`src/rtl/tdc_pulse_gen_if.sv`:
```
// Control/status bundle between a sequencer (master) and tdc_pulse_gen (slave).
// sweep_step exists only when TDC_PULSE_GEN_SWEEP_EN is defined.
interface tdc_pulse_gen_if #(
    parameter int CNT_W = 28
);
    logic             start;
    logic             abort;
    logic [CNT_W-1:0] interval;
    logic [7:0]       num_pairs;
    logic [15:0]      idle_gap;
`ifdef TDC_PULSE_GEN_SWEEP_EN
    logic [7:0]       sweep_step;
`endif
    logic             tdc_arm;
    logic             sig_out;
    logic             busy;
    logic             done;
    logic [7:0]       pairs_sent;

    modport master (
        output start, abort, interval, num_pairs, idle_gap,
`ifdef TDC_PULSE_GEN_SWEEP_EN
        output sweep_step,
`endif
        input  tdc_arm, sig_out, busy, done, pairs_sent
    );

    modport slave (
        input  start, abort, interval, num_pairs, idle_gap,
`ifdef TDC_PULSE_GEN_SWEEP_EN
        input  sweep_step,
`endif
        output tdc_arm, sig_out, busy, done, pairs_sent
    );
endinterface

```
`src/rtl/tdc_pulse_gen.sv`:
```
// TDC self-test stimulus: arms the TDC, then emits rising-edge pairs a programmed interval apart.
// Define TDC_PULSE_GEN_SWEEP_EN to grow the interval by sweep_step after every pair.
module tdc_pulse_gen #(
    parameter int CNT_W    = 28,
    parameter int HIGH_W   = 4,
    parameter int ARM_LEAD = 4
) (
    input logic            clk,
    input logic            rst_n,
    tdc_pulse_gen_if.slave bus
);
    // state | meaning
    // IDLE  | waiting for start
    // ARM   | one-cycle tdc_arm pulse
    // LEAD  | sig_out low until ARM_LEAD cycles after arm
    // P1_HI | first pulse high
    // P1_LO | low until int_eff cycles after first rise
    // P2_HI | second pulse high, pair counted
    // GAP   | low for gap_eff cycles before next arm
    typedef enum logic [2:0] {
        S_IDLE, S_ARM, S_LEAD, S_P1_HI, S_P1_LO, S_P2_HI, S_GAP
    } state_t;

    // Counter is at least 16 bits so it can also time idle_gap.
    localparam int CW = (CNT_W > 16) ? CNT_W : 16;
    localparam logic [CNT_W-1:0] MIN_INT = CNT_W'(HIGH_W + 1);

    state_t           state, state_nxt;
    logic [CW-1:0]    cnt, cnt_nxt, hi_tc;
    logic [CNT_W-1:0] ival, ival_swept, int_eff;
    logic [7:0]       np_lat, np_eff;
    logic [15:0]      gap_lat, gap_eff;
    logic             launch, finish, sweep_adv;
    logic             arm_nxt, sig_nxt, busy_nxt, done_nxt;
    logic [7:0]       pairs_nxt;

`ifdef TDC_PULSE_GEN_SWEEP_EN
    logic [7:0]       step_lat;
    logic [CNT_W:0]   ival_sum;
    assign ival_sum   = {1'b0, ival} + (CNT_W+1)'(step_lat);
    assign ival_swept = ival_sum[CNT_W] ? '1 : ival_sum[CNT_W-1:0];
`else
    assign ival_swept = ival;
`endif

    assign int_eff   = (ival < MIN_INT) ? MIN_INT : ival;
    assign hi_tc     = CW'(int_eff) - CW'(HIGH_W);
    assign np_eff    = (np_lat == 8'd0) ? 8'd1 : np_lat;
    assign gap_eff   = (gap_lat == 16'd0) ? 16'd1 : gap_lat;
    assign launch    = (state == S_IDLE) && bus.start && !bus.abort;
    assign finish    = (state == S_P2_HI) && (cnt == '0) && (bus.pairs_sent == np_eff) && !bus.abort;
    assign sweep_adv = (state == S_P2_HI) && (cnt == '0) && !finish;

    always_ff @(posedge clk or negedge rst_n) begin
        if (!rst_n) begin
            state          <= S_IDLE;
            cnt            <= '0;
            ival           <= '0;
            np_lat         <= '0;
            gap_lat        <= '0;
`ifdef TDC_PULSE_GEN_SWEEP_EN
            step_lat       <= '0;
`endif
            bus.tdc_arm    <= 1'b0;
            bus.sig_out    <= 1'b0;
            bus.busy       <= 1'b0;
            bus.done       <= 1'b0;
            bus.pairs_sent <= '0;
        end else begin
            state <= state_nxt;
            cnt   <= cnt_nxt;
            if (launch) begin
                ival     <= bus.interval;
                np_lat   <= bus.num_pairs;
                gap_lat  <= bus.idle_gap;
`ifdef TDC_PULSE_GEN_SWEEP_EN
                step_lat <= bus.sweep_step;
`endif
            end else if (sweep_adv) begin
                ival <= ival_swept;
            end
            bus.tdc_arm    <= arm_nxt;
            bus.sig_out    <= sig_nxt;
            bus.busy       <= busy_nxt;
            bus.done       <= done_nxt;
            bus.pairs_sent <= pairs_nxt;
        end
    end

    always_comb begin
        state_nxt = state;
        cnt_nxt   = (cnt == '0) ? cnt : cnt - CW'(1);
        case (state)
            S_IDLE:  if (launch) state_nxt = S_ARM;
            S_ARM: begin
                state_nxt = S_LEAD;
                cnt_nxt   = CW'(ARM_LEAD - 2);
            end
            S_LEAD: if (cnt == '0) begin
                state_nxt = S_P1_HI;
                cnt_nxt   = CW'(int_eff) - CW'(1);
            end
            S_P1_HI: if (cnt == hi_tc) state_nxt = S_P1_LO;
            S_P1_LO: if (cnt == '0) begin
                state_nxt = S_P2_HI;
                cnt_nxt   = CW'(HIGH_W - 1);
            end
            S_P2_HI: if (cnt == '0) begin
                if (bus.pairs_sent == np_eff) begin
                    state_nxt = S_IDLE;
                end else begin
                    state_nxt = S_GAP;
                    cnt_nxt   = CW'(gap_eff - 16'd1);
                end
            end
            S_GAP: if (cnt == '0) state_nxt = S_ARM;
            default: state_nxt = S_IDLE;
        endcase
        if (bus.abort && state != S_IDLE) state_nxt = S_IDLE;
    end

    always_comb begin
        arm_nxt   = (state_nxt == S_ARM);
        sig_nxt   = (state_nxt == S_P1_HI) || (state_nxt == S_P2_HI);
        busy_nxt  = (state_nxt != S_IDLE);
        done_nxt  = finish;
        pairs_nxt = bus.pairs_sent;
        if (launch)
            pairs_nxt = '0;
        else if (state == S_P1_LO && state_nxt == S_P2_HI)
            pairs_nxt = bus.pairs_sent + 8'd1;
    end
endmodule
```
`src/flat_wrapper.sv`:
```
// flat-port wrapper written by rule: the top's interface ports become plain ports
module tdc_pulse_gen_flat 
#(
    parameter int CNT_W    = 28,
    parameter int HIGH_W   = 4,
    parameter int ARM_LEAD = 4
)
  (clk, rst_n, bus_start, bus_abort, bus_interval, bus_num_pairs, bus_idle_gap, bus_tdc_arm, bus_sig_out, bus_busy, bus_done, bus_pairs_sent);
  tdc_pulse_gen_if #(.CNT_W(CNT_W)) bus_i ();
  input logic clk;
  input logic rst_n;
  input wire logic [$bits(bus_i.start)-1:0] bus_start;
  input wire logic [$bits(bus_i.abort)-1:0] bus_abort;
  input wire logic [$bits(bus_i.interval)-1:0] bus_interval;
  input wire logic [$bits(bus_i.num_pairs)-1:0] bus_num_pairs;
  input wire logic [$bits(bus_i.idle_gap)-1:0] bus_idle_gap;
  output wire logic [$bits(bus_i.tdc_arm)-1:0] bus_tdc_arm;
  output wire logic [$bits(bus_i.sig_out)-1:0] bus_sig_out;
  output wire logic [$bits(bus_i.busy)-1:0] bus_busy;
  output wire logic [$bits(bus_i.done)-1:0] bus_done;
  output wire logic [$bits(bus_i.pairs_sent)-1:0] bus_pairs_sent;
  assign bus_i.start = bus_start;
  assign bus_i.abort = bus_abort;
  assign bus_i.interval = bus_interval;
  assign bus_i.num_pairs = bus_num_pairs;
  assign bus_i.idle_gap = bus_idle_gap;
  assign bus_tdc_arm = bus_i.tdc_arm;
  assign bus_sig_out = bus_i.sig_out;
  assign bus_busy = bus_i.busy;
  assign bus_done = bus_i.done;
  assign bus_pairs_sent = bus_i.pairs_sent;
  tdc_pulse_gen #(.CNT_W(CNT_W), .HIGH_W(HIGH_W), .ARM_LEAD(ARM_LEAD)) u_core (.clk(clk), .rst_n(rst_n), .bus(bus_i));
endmodule
```
`config.mk`:
```
export PLATFORM = sky130hd
export DESIGN_NAME = tdc_pulse_gen_flat
export DESIGN_NICKNAME = d
export VERILOG_FILES = /design/src/rtl/tdc_pulse_gen_if.sv /design/src/rtl/tdc_pulse_gen.sv /design/src/flat_wrapper.sv
export SDC_FILE = /design/constraint.sdc
export NUM_CORES = 1
export LEC_CHECK = 0
export ABC_AREA = 1
export CORE_ASPECT_RATIO = 0.7
export CORE_MARGIN = 1.5
export CORE_UTILIZATION = 40
export DETAILED_ROUTE_END_ITERATION = 8
export DONT_BUFFER_PORTS = 1
export GPL_TIMING_DRIVEN = 0
export PLACE_DENSITY = 0.66
export SKIP_LAST_GASP = 1
export SLEW_MARGIN = 20
export SYNTH_ARGS = -nofsm -noshare
export SYNTH_HDL_FRONTEND = slang
export SYNTH_SLANG_ARGS = --single-unit
```
`constraint.sdc`:
```
create_clock -name clk -period 7.9 [get_ports clk]
set_input_delay 1.58 -clock clk [delete_from_list [all_inputs] [get_ports clk]]
set_output_delay 1.58 -clock clk [all_outputs]
set_load 0.03 [all_outputs]
```
==> flow_summary_export.csv <==
group,metric,value,unit
timing,finalHoldViolCount,0,
place,gp_congestion,0.9662,
floorplan,ioPinCount,68,
clock_tree,post-cts-setup-buffers,0,
global_route,grt_overflow,0,
timing,finalSetupTns,0,ns
critical_path,crit_type,"register to register",
clock_tree,htreeDepth,3,
status,status,"completed",
global_route,grt_max_degree,96,
final_layout,fin_nets,1130,
place,placed_area,0.007511,mm2
synth,netlist_area,0.007217,mm2
global_route,grt_pass1_vias,6609,
route,drc,0,
floorplan,dieArea,0.01887,mm2
final_layout,fin_area,0.007816,mm2
route,routedWlPerCell,19.73,um
floorplan,rows,40,
clock_tree,cts_sinks,95,
flow_run,cap_violations,0,
synth,yosysUniqueCellTypes,59,
route,drtPass1Iterations,6,
critical_path,cpMostUsedCell,"nand2_1",
critical_path,start_kind,"register",
timing,worst_slew_pin_slew,0.9853,ns
critical_path,required,8.16,ns
clock_tree,holdBufCountCts,0,
timing,final_max_slew_viol_count,0,
final_layout,multi_input_area,0.004179,mm2
final_layout,n_antenna_cell,0,
clock_tree,cts_buffer_depth,2,
route,via_count,7270,
route,wl,25720,um
timing,skew,0.01188,ns
timing,slew_headroom,0.3371,
route,drt-vias-per-instance,5.575,
synth,seq_area_frac_synth,0.3294,
timing,period_minus_slack,3.958,ns
min_path,holdCritPathClass,"register to register",
clock_tree,cts-root-buf,"clkbuf_16",
critical_path,cp_slowest_cell,"dfrtp_1",
final_layout,drive_gt1_frac,0.09226,
synth,avgSynthCellArea,6.828,um2
clock_tree,clkLatencyLatePin,0.37,ns
synth,syn_inst,1057,
final_layout,fillers,1860,
power_and_ir_drop,max-vdd-ir-drop,0.1543,mV
critical_path,arrival,4.22,ns
global_route,grtUsageTotal,0.2803,
route,dr.first_iter.drc_count,820,
critical_path,critPathMaxStageDelay,0.50,ns
floorplan,die_w,163.5,um
synth,synth_edf_count,0,
timing,rsz0062_at_grt,"false",
clock_tree,cts_inserted_buffers,9,
place,dp_hpwl,20510,um
place,portBuffers,0,
floorplan,die_h,115.4,um
final_layout,seq_area,0.002377,mm2
critical_path,endpoint_kind,"register",
global_route,antenna_found_initial,0,
floorplan,core_area,0.01742,mm2
power_and_ir_drop,leakage,3.607,nW
synth,synth_seq_cells,95,
synth,async_flop_share,1.000,
synth,synth_fp_nets,1119,
timing,clock.fmax,252.6,MHz
clock_tree,clkSlewWorstSetupHoldPaths,0.07,ns
synth,ys.flop_type,"dfrtp_1",
clock_tree,cts_tree,"built",
power_and_ir_drop,p_per_area,422.8,mW/mm2
synth,yosys_warnings,0,
final_layout,area_growth,8.304,%
final_layout,layout_commonest_cell,"nand2_1",
timing,finalSetupViolCount,0,
timing,fin_crit_sh,0.5011,
global_route,grt_pass1_wl,38870,um
final_layout,layout_common_cells,"nand2_1 (255), nor2_1 (142), inv_1 (125), dfrtp_1 (95), o21ai_0 (71)",
floorplan,initial_utilization,0.4144,
route,antenna_left,0,
clock_tree,ctsResizeCount,0,
critical_path,path_max_fanout,10,
worst max-delay path: cells and delay by family, from the launching register on:
family | cells | cell delay (ns)
AND/OR/NAND/NOR | 20 | 2.42
adder cells (fa/ha/maj) | 1 | 0.23
buffers and inverters | 3 | 0.37
XOR/XNOR | 1 | 0.29
flip-flops | 1 | 0.50
per-stage QoR:
stage	instances	setup slack (ns)	util	total power, mW	hold WS (ns)
final	1304	3.942	0.4488	3.305	0.5082
after global routing	1304	3.655	0.4488	3.547	0.5472
after CTS	1304	4.045	0.4488	3.249	0.5073
after detailed placement	1288	4.081	0.4313	2.772	0.4879
after global placement	1288	3.687	0.4310	2.759	0.4777
after floorplan	1057	5.044	-	2.227	0.4590
area by class of cell:
class                      instances  share of cell area
clock buffer                       9             0.02881
buffer                            22             0.01489
tap                              231             0.03698
inverter                         145             0.07027
sequential                        95              0.3041
clock inverter                     7             0.01024
multi-input combinational        795              0.5347
Yosys cell counts, drive strengths merged, types with 2 or more instances:
cell / instances / share of area
nand2: 274 / 0.15
nor2: 162 / 0.096
inv: 144 / 0.075
dfrtp: 95 / 0.33
o21ai: 76 / 0.053
nand3: 68 / 0.051
xor2: 50 / 0.061
nand4: 28 / 0.026
a21oi: 23 / 0.016
nor3: 20 / 0.017
xnor2: 19 / 0.023
clkbuf: 14 / 0.0073
nor4: 10 / 0.0095
buf: 8 / 0.0088
o22ai: 8 / 0.0069
ha: 6 / 0.010
o221ai: 6 / 0.0073
or2: 6 / 0.0052
nand3b: 5 / 0.0052
o311ai: 4 / 0.0049
a31oi: 3 / 0.0026
o211ai: 3 / 0.0031
o31ai: 3 / 0.0031
a211oi: 2 / 0.0028
a311oi: 2 / 0.0024
a32o: 2 / 0.0028
a32oi: 2 / 0.0024
o2111ai: 2 / 0.0024
o32ai: 2 / 0.0024
metal layers:
metal  GRT usage  wire length (um)  vias up
li1            -                 -     3451
met1      0.4364             12610     3423
met2      0.3667              9669      364
met3     0.08550              3016       32
met4     0.06788               427        0
met5           0                 0        -
flip-flops by register name, indices dropped and copies added (netlist names):
register	count
u_core.bus.done	1
u_core.np_lat	8
u_core.bus.sig_out	1
u_core.ival	28
u_core.state	3
u_core.bus.pairs_sent	8
u_core.cnt	28
u_core.bus.busy	1
u_core.gap_lat	16
u_core.bus.tdc_arm	1
power by group:
group | switching, mW | leakage, nW | internal (mW)
clock | 0.219 | 0.148 | 0.250
sequential | 0.321 | 1.22 | 0.685
combinational | 1.24 | 2.24 | 0.594
total | 1.78 | 3.61 | 1.53
worst paths after layout:
kind | slack, ns | endpoint | from | depth (start not counted)
setup / recovery | 3.94 | u_core.bus.busy | u_core.ival[19] | 25
setup reg to reg | 3.94 | u_core.bus.busy | u_core.ival[19] | 25
max in group asynchronous | 6.87 | u_core.ival[26] | rst_n | 0
hold reg to reg | 0.51 | u_core.np_lat[0] | u_core.np_lat[0] | 2
hold / removal | 0.51 | u_core.np_lat[0] | u_core.np_lat[0] | 2
min in group asynchronous | 0.90 | u_core.gap_lat[13] | rst_n | 0
kinds of logic after synthesis:
family | synth area share
and+or+nand+nor | 0.3632
buffers and inverters | 0.09223
AOI/OAI and AO/OA | 0.1210
DFF | 0.3294
xor gates and xnor gates | 0.08374
adders and majority gates | 0.01040
No activity file was read; power rests on OpenSTA's default activity.
==> variant: new RTL, same settings <==
`CNT_W` is set to 28 in 3 places; all go to 20.
--- a/src/rtl/tdc_pulse_gen_if.sv
+++ b/src/rtl/tdc_pulse_gen_if.sv
@@ -1,7 +1,7 @@
 // Control/status bundle between a sequencer (master) and tdc_pulse_gen (slave).
 // sweep_step exists only when TDC_PULSE_GEN_SWEEP_EN is defined.
 interface tdc_pulse_gen_if #(
-    parameter int CNT_W = 28
+    parameter int CNT_W = 20
 );
     logic             start;
     logic             abort;
--- a/src/rtl/tdc_pulse_gen.sv
+++ b/src/rtl/tdc_pulse_gen.sv
@@ -1,7 +1,7 @@
 // TDC self-test stimulus: arms the TDC, then emits rising-edge pairs a programmed interval apart.
 // Define TDC_PULSE_GEN_SWEEP_EN to grow the interval by sweep_step after every pair.
 module tdc_pulse_gen #(
-    parameter int CNT_W    = 28,
+    parameter int CNT_W    = 20,
     parameter int HIGH_W   = 4,
     parameter int ARM_LEAD = 4
 ) (
--- a/src/flat_wrapper.sv
+++ b/src/flat_wrapper.sv
@@ -1,7 +1,7 @@
 // flat-port wrapper written by rule: the top's interface ports become plain ports
 module tdc_pulse_gen_flat 
 #(
-    parameter int CNT_W    = 28,
+    parameter int CNT_W    = 20,
     parameter int HIGH_W   = 4,
     parameter int ARM_LEAD = 4
 )
Interface: changed (resized bus_interval); port bits go from 68 to 60. The function was not compared with the original's and may differ.
==> variant against the original RTL <==
- cell count decreased by 22%
- power decreased by 22%
- sequential share of layout area increased by 1.3 points
- synthesized area decreased by 21%
- worst setup slack improved by 0.28 ns
- wire length decreased by 32%
- final area decreased by 20%
- combinational power decreased by 25%
- sequential cell count decreased by 16
- clock skew decreased by 0.0037 ns
- largest power group unchanged
==> variant: results (changes against the original RTL) <==
stage	metric	value	unit	change
route	drt-initial-drc-count	616		-25%
worst_setup_path	regToRegStartpoint	u_core.ival[1]		
power	p_int	1.28	mW	-16%
worst_setup_path	r2r_end	u_core.bus.pairs_sent[7]		
worst_setup_path	worst-r2r-setup-slack	4.22	ns	+0.28 ns
power	ir_worst_vdd	0.134	mV	-13%
clock_network	clkLatencyLatePin	0.35	ns	-0.02 ns
synthesis	synth_compound_area_frac	0.114		-0.00679
synthesis	synth_fa_ha_area_frac	0.0132		+0.00283
place	place_congestion	0.984		+1.9%
grt	grt_max_degree	80		-17%
cells_and_area	reg.largest.list	u_core.cnt x20, u_core.ival x20, u_core.gap_lat x16		
route	viasPerCell	5.45		-2.3%
grt	track_usage	0.242		-0.0386
synthesis	synth-xor-area-share	0.0942		+0.0104
synthesis	ys_seq_area_frac	0.348		+0.0190
sta	maxSlewHeadroom	0.457		+0.119
grt	grt_first_pass_wirelength	27.9	mm	-28%
place	dp_hpwl	13.5	mm	-34%
cells_and_area	nets	870		-23%
power	leakagePower	2.94	nW	-19%
synthesis	netlist_top_cells_area	dfrtp_1 (35%), nand2_1 (15%), xor2_1 (6.5%), nor2_1 (5.6%), nand3_1 (4.8%)		
worst_setup_path	worstPathMaxFanout	8		-2
grt	grt_pass1_vias	4993		-24%
worst_setup_path	slowest_delay	0.56	ns	+0.06 ns
outcome	status	completed		
synthesis	synthesis.nets	858		-23%
worst_setup_path	r2r_cells	20		-20%
sta	fin_worst_skew	0.00817	ns	-0.00371 ns
synthesis	synthTopCellsByCount	nand2_1 (227), nor2_1 (85), dfrtp_1 (79), inv_1 (71), nand3_1 (54)		
==> variant: changes by cell type after synthesis, moves of 12 or more <==
| cell | change |
|---|---|
| dfrtp_1 | -16 |
| nand2_1 | -28 |
| o21ai_0 | -27 |
| inv_1 | -54 |
| inv_2 | -12 |
| nor2_1 | -57 |
==> variant: worst max-delay path: cells and delay by family (launching register included) <==
family	cells	cell delay, ns
AND/OR/NAND/NOR	15	2.18
XOR/XNOR	1	0.19
adder cells (fa/ha/maj)	1	0.23
AO/OA/AOI/OAI	1	0.25
flip-flops	1	0.56
buffers and inverters	2	0.16
==> variant: how the worst max path moves through the flow <==
stage               startpoint                        to  slack (ns)  depth (start not counted)
6_report        u_core.ival[1]  u_core.bus.pairs_sent[7]        4.22                         20
5_1_grt         u_core.ival[1]  u_core.bus.pairs_sent[6]        3.94                         22
4_1_cts        u_core.ival[12]  u_core.bus.pairs_sent[7]        4.32                         22
3_5_place_dp   u_core.ival[12]  u_core.bus.pairs_sent[7]        4.33                         20
3_3_place_gp         bus_start  u_core.bus.pairs_sent[7]        3.83                          9
2_1_floorplan        bus_start  u_core.bus.pairs_sent[4]        4.93                          9
==> variant: cell type report <==
type                       count  area (µm²)
buffer                        27         150
timing repair buffer           1        7.51
fill                        1480        7650
inverter                      78         293
sequential                    79        1980
clock buffer                   9         225
multi-input combinational    620        3260
clock inverter                 7        77.6
tap                          190         238
==> variant: power by group through the flow <==
stage | sequential [mW] | combinational [mW] | clock, mW
2_1_floorplan | 0.715 | 1.04 | 0
3_3_place_gp | 0.771 | 1.32 | 0
3_5_place_dp | 0.776 | 1.33 | 0
4_1_cts | 0.770 | 1.34 | 0.443
5_1_grt | 0.799 | 1.54 | 0.460
6_report | 0.775 | 1.37 | 0.437
==> variant: cells by family after synthesis <==
logic type | Yosys count
AND/OR/NAND/NOR | 444
AO/OA/AOI/OAI | 109
buffers and inverters | 105
adder cells (fa/ha/maj) | 6
XOR/XNOR | 61
flip-flops | 79
==> variant: layer usage <==
metal / share of wire / wire length [µm] / vias up / track usage
met5: 0 / 0 / - / 0
met4: 0.017 / 289 / 0 / 0.0573
met3: 0.10 / 1810 / 26 / 0.0650
met2: 0.39 / 6740 / 265 / 0.330
met1: 0.49 / 8580 / 2555 / 0.371
li1: - / - / 2659 / -
==> variant: through the flow <==
step / worst slack (ns) / hold slack (ns) / cells
after global routing: 3.94 / 0.543 / 1011
after floorplan: 4.93 / 0.459 / 804
after detailed placement: 4.33 / 0.487 / 995
after CTS: 4.32 / 0.512 / 1011
after global placement: 3.83 / 0.481 / 994
final: 4.22 / 0.506 / 1011
